==> src/rtl/duck_mover.sv <==
`default_nettype none
// ============================================================================
// Module   : duck_mover
// Purpose  : Motion controller for the duck sprite. It spawns the duck at a
//            pseudo-random position, bounces it around the screen once per
//            frame, and handles being shot (pause, then fall to the ground)
//            or escaping off the top after a flight timeout. After either
//            outcome it waits a fixed number of frames and respawns.
// Ports    : clk          - pixel clock
//            rst          - asynchronous active-high reset
//            new_frame    - one-cycle pulse per video frame
//            hit          - qualified shot on the duck
//            target_x/y   - duck top-left corner (registered)
//            duck_visible - duck is on screen (FLY, HIT_PAUSE, FALL, ESCAPE)
//            duck_hit     - duck has been shot (HIT_PAUSE, FALL)
//            killed       - one-cycle pulse when the duck lands
//            escaped      - one-cycle pulse when the duck leaves the top
// Revision : 1.0 - initial release
// ============================================================================
module duck_mover #(
  parameter int          HOR_PIXELS     = 1024,
  parameter int          GROUND_Y       = 600,
  parameter int          TARGET_WIDTH   = 64,
  parameter int          TARGET_HEIGHT  = 48,
  parameter int          SPEED_X        = 4,
  parameter int          SPEED_Y        = 3,
  parameter int          FALL_SPEED     = 8,
  parameter int          FLY_FRAMES     = 600,
  parameter int          HIT_FRAMES     = 30,
  parameter int          RESPAWN_FRAMES = 60,
  parameter logic [15:0] SEED           = 16'hACE1
) (
  input  logic       clk,
  input  logic       rst,
  input  logic       new_frame,
  input  logic       hit,
  output logic [9:0] target_x,
  output logic [9:0] target_y,
  output logic       duck_visible,
  output logic       duck_hit,
  output logic       killed,
  output logic       escaped
);

  localparam logic [9:0] c_MAX_X          = 10'(HOR_PIXELS - TARGET_WIDTH);
  localparam logic [9:0] c_MAX_Y          = 10'(GROUND_Y - TARGET_HEIGHT);
  localparam logic [9:0] c_RESET_X        = 10'((HOR_PIXELS - TARGET_WIDTH) / 2);
  localparam logic [9:0] c_GROUND         = 10'(GROUND_Y);
  localparam logic [9:0] c_SPEED_X        = 10'(SPEED_X);
  localparam logic [9:0] c_SPEED_Y        = 10'(SPEED_Y);
  localparam logic [9:0] c_FALL_SPEED     = 10'(FALL_SPEED);
  localparam logic [9:0] c_FLY_FRAMES     = 10'(FLY_FRAMES);
  localparam logic [9:0] c_HIT_FRAMES     = 10'(HIT_FRAMES);
  localparam logic [9:0] c_RESPAWN_FRAMES = 10'(RESPAWN_FRAMES);
  localparam logic [9:0] c_SPAWN_X_BASE   = 10'd128;
  localparam logic [9:0] c_CNT_MAX        = 10'h3FF;

  typedef enum logic [2:0] {
    S_IDLE      = 3'd0,
    S_FLY       = 3'd1,
    S_HIT_PAUSE = 3'd2,
    S_FALL      = 3'd3,
    S_ESCAPE    = 3'd4,
    S_WAIT      = 3'd5
  } state_t;

  state_t      r_state;
  state_t      w_state_next;
  logic [9:0]  r_x;
  logic [9:0]  r_y;
  logic [9:0]  w_x_next;
  logic [9:0]  w_y_next;
  logic        r_dir_right;
  logic        r_dir_up;
  logic        w_dir_right_next;
  logic        w_dir_up_next;
  logic [9:0]  r_cnt;
  logic [9:0]  w_cnt_next;
  logic [9:0]  w_cnt_inc;
  logic [15:0] r_lfsr;
  logic        w_lfsr_fb;
  logic        r_visible;
  logic        r_hit_flag;
  logic        r_killed;
  logic        r_escaped;
  logic        w_killed_next;
  logic        w_escaped_next;
  logic        w_visible_next;
  logic        w_hit_flag_next;
  logic        w_spawn;
  // One extra bit so the boundary compares cannot wrap.
  logic [10:0] w_x_add;
  logic [10:0] w_y_add;
  logic [10:0] w_y_fall;

  // Fibonacci LFSR, taps 16,14,13,11.
  assign w_lfsr_fb = r_lfsr[15] ^ r_lfsr[13] ^ r_lfsr[12] ^ r_lfsr[10];

  // Frame counters saturate rather than wrap.
  assign w_cnt_inc = (r_cnt == c_CNT_MAX) ? r_cnt : r_cnt + 10'd1;

  assign w_x_add  = {1'b0, r_x} + {1'b0, c_SPEED_X};
  assign w_y_add  = {1'b0, r_y} + {1'b0, c_SPEED_Y};
  assign w_y_fall = {1'b0, r_y} + {1'b0, c_FALL_SPEED};

  always_comb begin
    w_state_next     = r_state;
    w_x_next         = r_x;
    w_y_next         = r_y;
    w_dir_right_next = r_dir_right;
    w_dir_up_next    = r_dir_up;
    w_cnt_next       = r_cnt;
    w_killed_next    = 1'b0;
    w_escaped_next   = 1'b0;
    w_spawn          = 1'b0;

    case (r_state)
      S_IDLE: begin
        if (new_frame) begin
          w_spawn = 1'b1;
        end
      end

      S_FLY: begin
        // A shot takes priority over movement and over the flight timeout.
        if (hit) begin
          w_state_next = S_HIT_PAUSE;
          w_cnt_next   = 10'd0;
        end else if (new_frame) begin
          if (r_dir_right) begin
            if (w_x_add >= {1'b0, c_MAX_X}) begin
              w_x_next         = c_MAX_X;
              w_dir_right_next = 1'b0;
            end else begin
              w_x_next = w_x_add[9:0];
            end
          end else begin
            if (r_x < c_SPEED_X) begin
              w_x_next         = 10'd0;
              w_dir_right_next = 1'b1;
            end else begin
              w_x_next = r_x - c_SPEED_X;
            end
          end

          if (r_dir_up) begin
            if (r_y < c_SPEED_Y) begin
              w_y_next      = 10'd0;
              w_dir_up_next = 1'b0;
            end else begin
              w_y_next = r_y - c_SPEED_Y;
            end
          end else begin
            if (w_y_add >= {1'b0, c_MAX_Y}) begin
              w_y_next      = c_MAX_Y;
              w_dir_up_next = 1'b1;
            end else begin
              w_y_next = w_y_add[9:0];
            end
          end

          if (w_cnt_inc == c_FLY_FRAMES) begin
            w_state_next = S_ESCAPE;
            w_cnt_next   = 10'd0;
          end else begin
            w_cnt_next = w_cnt_inc;
          end
        end
      end

      S_HIT_PAUSE: begin
        if (new_frame) begin
          if (w_cnt_inc == c_HIT_FRAMES) begin
            w_state_next = S_FALL;
            w_cnt_next   = 10'd0;
          end else begin
            w_cnt_next = w_cnt_inc;
          end
        end
      end

      S_FALL: begin
        if (new_frame) begin
          if (w_y_fall >= {1'b0, c_GROUND}) begin
            w_y_next      = c_GROUND;
            w_killed_next = 1'b1;
            w_state_next  = S_WAIT;
            w_cnt_next    = 10'd0;
          end else begin
            w_y_next = w_y_fall[9:0];
          end
        end
      end

      S_ESCAPE: begin
        if (new_frame) begin
          if (r_y < c_SPEED_Y) begin
            w_y_next       = 10'd0;
            w_escaped_next = 1'b1;
            w_state_next   = S_WAIT;
            w_cnt_next     = 10'd0;
          end else begin
            w_y_next = r_y - c_SPEED_Y;
          end
        end
      end

      S_WAIT: begin
        if (new_frame) begin
          if (w_cnt_inc == c_RESPAWN_FRAMES) begin
            w_spawn = 1'b1;
          end else begin
            w_cnt_next = w_cnt_inc;
          end
        end
      end

      default: begin
        w_state_next = S_IDLE;
      end
    endcase

    // Spawn: x in 128..639 from the low LFSR bits, start on the ground
    // strip heading up, horizontal direction from the LFSR MSB.
    if (w_spawn) begin
      w_state_next     = S_FLY;
      w_x_next         = c_SPAWN_X_BASE + {1'b0, r_lfsr[8:0]};
      w_y_next         = c_MAX_Y;
      w_dir_right_next = r_lfsr[15];
      w_dir_up_next    = 1'b1;
      w_cnt_next       = 10'd0;
    end

    w_visible_next  = (w_state_next == S_FLY) || (w_state_next == S_HIT_PAUSE) ||
                      (w_state_next == S_FALL) || (w_state_next == S_ESCAPE);
    w_hit_flag_next = (w_state_next == S_HIT_PAUSE) || (w_state_next == S_FALL);
  end

  always_ff @(posedge clk or posedge rst) begin
    if (rst) begin
      r_state     <= S_IDLE;
      r_x         <= c_RESET_X;
      r_y         <= c_MAX_Y;
      r_dir_right <= 1'b0;
      r_dir_up    <= 1'b1;
      r_cnt       <= 10'd0;
      r_lfsr      <= SEED;
      r_visible   <= 1'b0;
      r_hit_flag  <= 1'b0;
      r_killed    <= 1'b0;
      r_escaped   <= 1'b0;
    end else begin
      r_state     <= w_state_next;
      r_x         <= w_x_next;
      r_y         <= w_y_next;
      r_dir_right <= w_dir_right_next;
      r_dir_up    <= w_dir_up_next;
      r_cnt       <= w_cnt_next;
      r_lfsr      <= {r_lfsr[14:0], w_lfsr_fb};
      r_visible   <= w_visible_next;
      r_hit_flag  <= w_hit_flag_next;
      r_killed    <= w_killed_next;
      r_escaped   <= w_escaped_next;
    end
  end

  assign target_x     = r_x;
  assign target_y     = r_y;
  assign duck_visible = r_visible;
  assign duck_hit     = r_hit_flag;
  assign killed       = r_killed;
  assign escaped      = r_escaped;

endmodule
`default_nettype wire

==> config.mk <==
export PLATFORM = sky130hd
export DESIGN_NAME = duck_mover
export DESIGN_NICKNAME = d
export VERILOG_FILES = /design/src/rtl/duck_mover.sv
export SDC_FILE = /design/constraint.sdc
export NUM_CORES = 1
export LEC_CHECK = 0
export BUFFER_PORTS_ARGS = -buffer_cell sky130_fd_sc_hd__buf_2
export CAP_MARGIN = 25
export CORE_ASPECT_RATIO = 0.9
export CORE_MARGIN = 2
export CORE_UTILIZATION = 55
export DETAILED_ROUTE_END_ITERATION = 7
export GPL_ROUTABILITY_DRIVEN = 0
export PLACE_DENSITY = 0.78
export SETUP_SLACK_MARGIN = 0.05
export SLEW_MARGIN = 20
export SYNTH_ARGS = -nofsm -noshare
export SYNTH_HDL_FRONTEND = slang
export SYNTH_SLANG_ARGS = --single-unit
==> constraint.sdc <==
create_clock -name clk -period 4.3 [get_ports clk]
set_input_delay 0.86 -clock clk [delete_from_list [all_inputs] [get_ports clk]]
set_output_delay 0.86 -clock clk [all_outputs]
set_load 0.02 [all_outputs]
==> flow_metrics.tcl <==
set metrics [dict create \
    status "finished, final reports clean" \
    vias_per_cell 6.605 \
    reg2reg_depth 8 \
    dieArea_mm2 0.008065 \
    finalClockSkew_ns 0.007618 \
    leakage_nw 1.803 \
    holdPathStages 0 \
    maxSlewViolCount 0 \
    swShare_pct 50.07 \
    synth_edf_count 0 \
    finalCriticalPeriod_ns 3.230 \
    root_buffer "clkbuf_8" \
    antenna_found_initial 0 \
    core_mm2 0.007076 \
    grt_max_degree 31 \
    track_usage_pct 26.28 \
    drcViolationCount 0 \
    cts_resized 0 \
    cp.arrival_ns 3.48 \
    drt-pass1-iter-count 6 \
    final_cell_mix "nor2_1, a21oi_1, nand2_1, dfrtp_1, o21ai_0" \
    path_class "reg2reg" \
    grt.busiest_layer "met2" \
    cts_setup_buffers 0 \
    grt-ovfl-total 0 \
    fin_cells 582 \
    max_freq_mhz 309.6 \
    reg2reg_to "r_cnt[5]$_DFFE_PP0P_" \
    pwr-share-seq_pct 33.5 \
    p_clk_share_pct 12.0 \
    drive_gt1_share_pct 17.18 \
    p_comb_share_pct 54.5 \
    reg2reg_from "target_y[3]$_DFFE_PP1P_" \
    finalSetupTns_ns 0 \
    whs_ns 0.3637 \
    worstMarginPinSlew_ns 0.8178 \
    path_clk_slew_ns 0.12 \
    ys_seq_area_share_pct 34.49 \
    fp.dieH_um 85.40 \
    cts_hold_buf 0 \
    cp.required_ns 4.55 \
    h-tree-depth 2 \
    cap_violations 0 \
    finalSetupViolations 0 \
    rows 29 \
    die_width_um 94.44 \
    synth_area_leaders "dfrtp_1, dfstp_2, a21oi_1" \
    hold_end "r_lfsr[10]$_DFF_PP1_" \
    met3_usage_pct 3.996 \
    grt_pass1_vias 3428 \
    reg2reg_slack_ns 1.07 \
    hpwl_um 7326 \
    port_buffers 27 \
    routed_wl_um 10200 \
    p_int_mw 1.338 \
    synth_ff_type "dfrtp_1" \
    initial_core_util_pct 57.22 \
    netlist.area_leader.share_pct 24.10 \
    vias 3844 \
    start_kind "flip-flop" \
    yosys.area.top_type "dfrtp_1" \
    netlist_area_mm2 0.004049 \
    fin_util_pct 60.32 \
    io-pin-count 28 \
    finalNetCount 505 \
    synth-seq-cells 55 \
    p_sw_mw 1.342 \
    clkLatencyLatePin_ns 0.32 \
    syn2layout_area_growth_pct 5.408 \
    drt_iter0_drc 336 \
    cts_made_buffers 5 \
    end_kind "flip-flop" \
    grt_pass1_wl_um 16970 \
    clockBufferDepth 2 \
    yosysUniqueCellTypes 84 \
    yosysWarnings 0 \
    antenna_left 0 \
    grt_use_met1_pct 38.88 \
    syn_area_per_cell_um2 8.400 \
    antenna_cells 0 \
    final_hold_viol_count 0 \
    hp-class "reg2reg" \
    powerDensity_mw_per_mm2 627.9 \
    synthArstFlopShare_pct 100.0 \
    startpoint "target_y[3]$_DFFE_PP1P_" \
    synth.net_count 499 \
    ir_drop_mv 0.2378 \
    netlist_instances 482 \
    clock_sinks 55 \
    post-place-cells 574 \
    min_period_over_period_pct 75.11 \
    hold_path.startpoint "r_lfsr[9]$_DFF_PP0_" \
    avgRoutedWirePerCell_um 17.52 \
    slew_headroom_pct 45.48 \
    cts_tree "done" \
    cp_max_fo 15 \
    grtUsageMet2_pct 40.00 \
    rsz0062_at_grt "false" \
]
-- final cells by class --
class | instances | area, um2
inverter | 18 | 67.56
fill | 646 | 2808
timing repair buffer | 29 | 150.1
tap | 93 | 116.4
clock inverter | 3 | 33.78
clock buffer | 5 | 68.82
multi-input combinational | 379 | 2435
sequential | 55 | 1396
-- worst max-delay path, stage by stage (launching register included) --
cell and delay, ns:
dfstp_2 0.70, ha_1 0.34, nand3_1 0.22, nor4b_1 0.38, a211o_1 0.29, o221ai_1 0.16
a21oi_1 0.68, a41oi_1 0.20, a21oi_1 0.17
-- cell families (layout without fill, tap and decap cells) --
group | count (synthesis) | count (layout) | share of synthesized area [%]
AOI/OAI and AO/OA | 160 | 160 | 27.07
xor gates and xnor gates | 15 | 15 | 3.245
adders and majority gates | 13 | 13 | 4.017
buffers and inverters | 48 | 55 | 5.377
DFF | 55 | 55 | 34.49
muxes | 6 | 6 | 1.545
and+or+nand+nor | 185 | 185 | 24.26
-- registers in the layout, summed over array words and instances (netlist names) --
| signal | flops |
|---|---|
| r_dir_right | 1 |
| r_state | 3 |
| target_x | 10 |
| r_lfsr | 16 |
| killed | 1 |
| duck_hit | 1 |
| target_y | 10 |
| escaped | 1 |
| duck_visible | 1 |
| r_cnt | 10 |
| r_dir_up | 1 |
-- worst max-delay path by stage --
stage | to | slack (ns) | depth (start not counted)
after floorplan | target_y[3]$_DFFE_PP1P_ | 1.47 | 9
after detailed placement | r_cnt[5]$_DFFE_PP0P_ | 1.22 | 8
after global routing | r_cnt[5]$_DFFE_PP0P_ | 0.75 | 8
final | r_cnt[5]$_DFFE_PP0P_ | 1.07 | 8
after CTS | r_cnt[5]$_DFFE_PP0P_ | 1.15 | 8
after global placement | r_cnt[5]$_DFFE_PP0P_ | 1.31 | 8
-- cells in the mapped netlist (all sizes together) (3+ instances only) --
master / n
o211ai: 3
nor3: 19
nor2: 49
dfrtp: 39
nor4: 6
nand2b: 7
nand3: 14
or3: 7
and3: 7
xor2: 7
a211o: 3
a21o: 6
nand2: 44
a31oi: 13
a221oi: 6
ha: 13
nor3b: 4
a211oi: 3
a21oi: 48
inv: 18
mux2i: 4
a31o: 3
o22ai: 3
nand4: 10
nor2b: 5
a2111oi: 3
o31ai: 6
a311oi: 4
clkbuf: 17
buf: 13
xnor2: 8
o21ai: 31
a22oi: 3
dfstp: 16
or2: 3
-- power groups by stage --
stage / combinational [mW] / clock [mW] / sequential [mW]
after floorplan: 1.16 / 0 / 0.841
after global routing: 1.61 / 0.350 / 0.923
after detailed placement: 1.43 / 0 / 0.898
after global placement: 1.41 / 0 / 0.894
final: 1.46 / 0.321 / 0.898
after CTS: 1.44 / 0.328 / 0.889
-- metal layers --
layer  vias up  part of all wire (%)
met2       195                    46
met4         0                   1.7
met1      1815                    45
met3        27                   7.4
met5         -                     0
li1       1807                     -
-- through the flow --
stage                     setup WS (ns)  cell area [um2]  total power [mW]
after floorplan                   1.470             4049             1.998
after global placement            1.307             4165             2.302
after detailed placement          1.216             4165             2.328
after CTS                         1.147             4268             2.654
after global routing             0.7490             4268             2.884
final                             1.070             4268             2.680
Note: power is estimated with default switching activity, not from simulation.
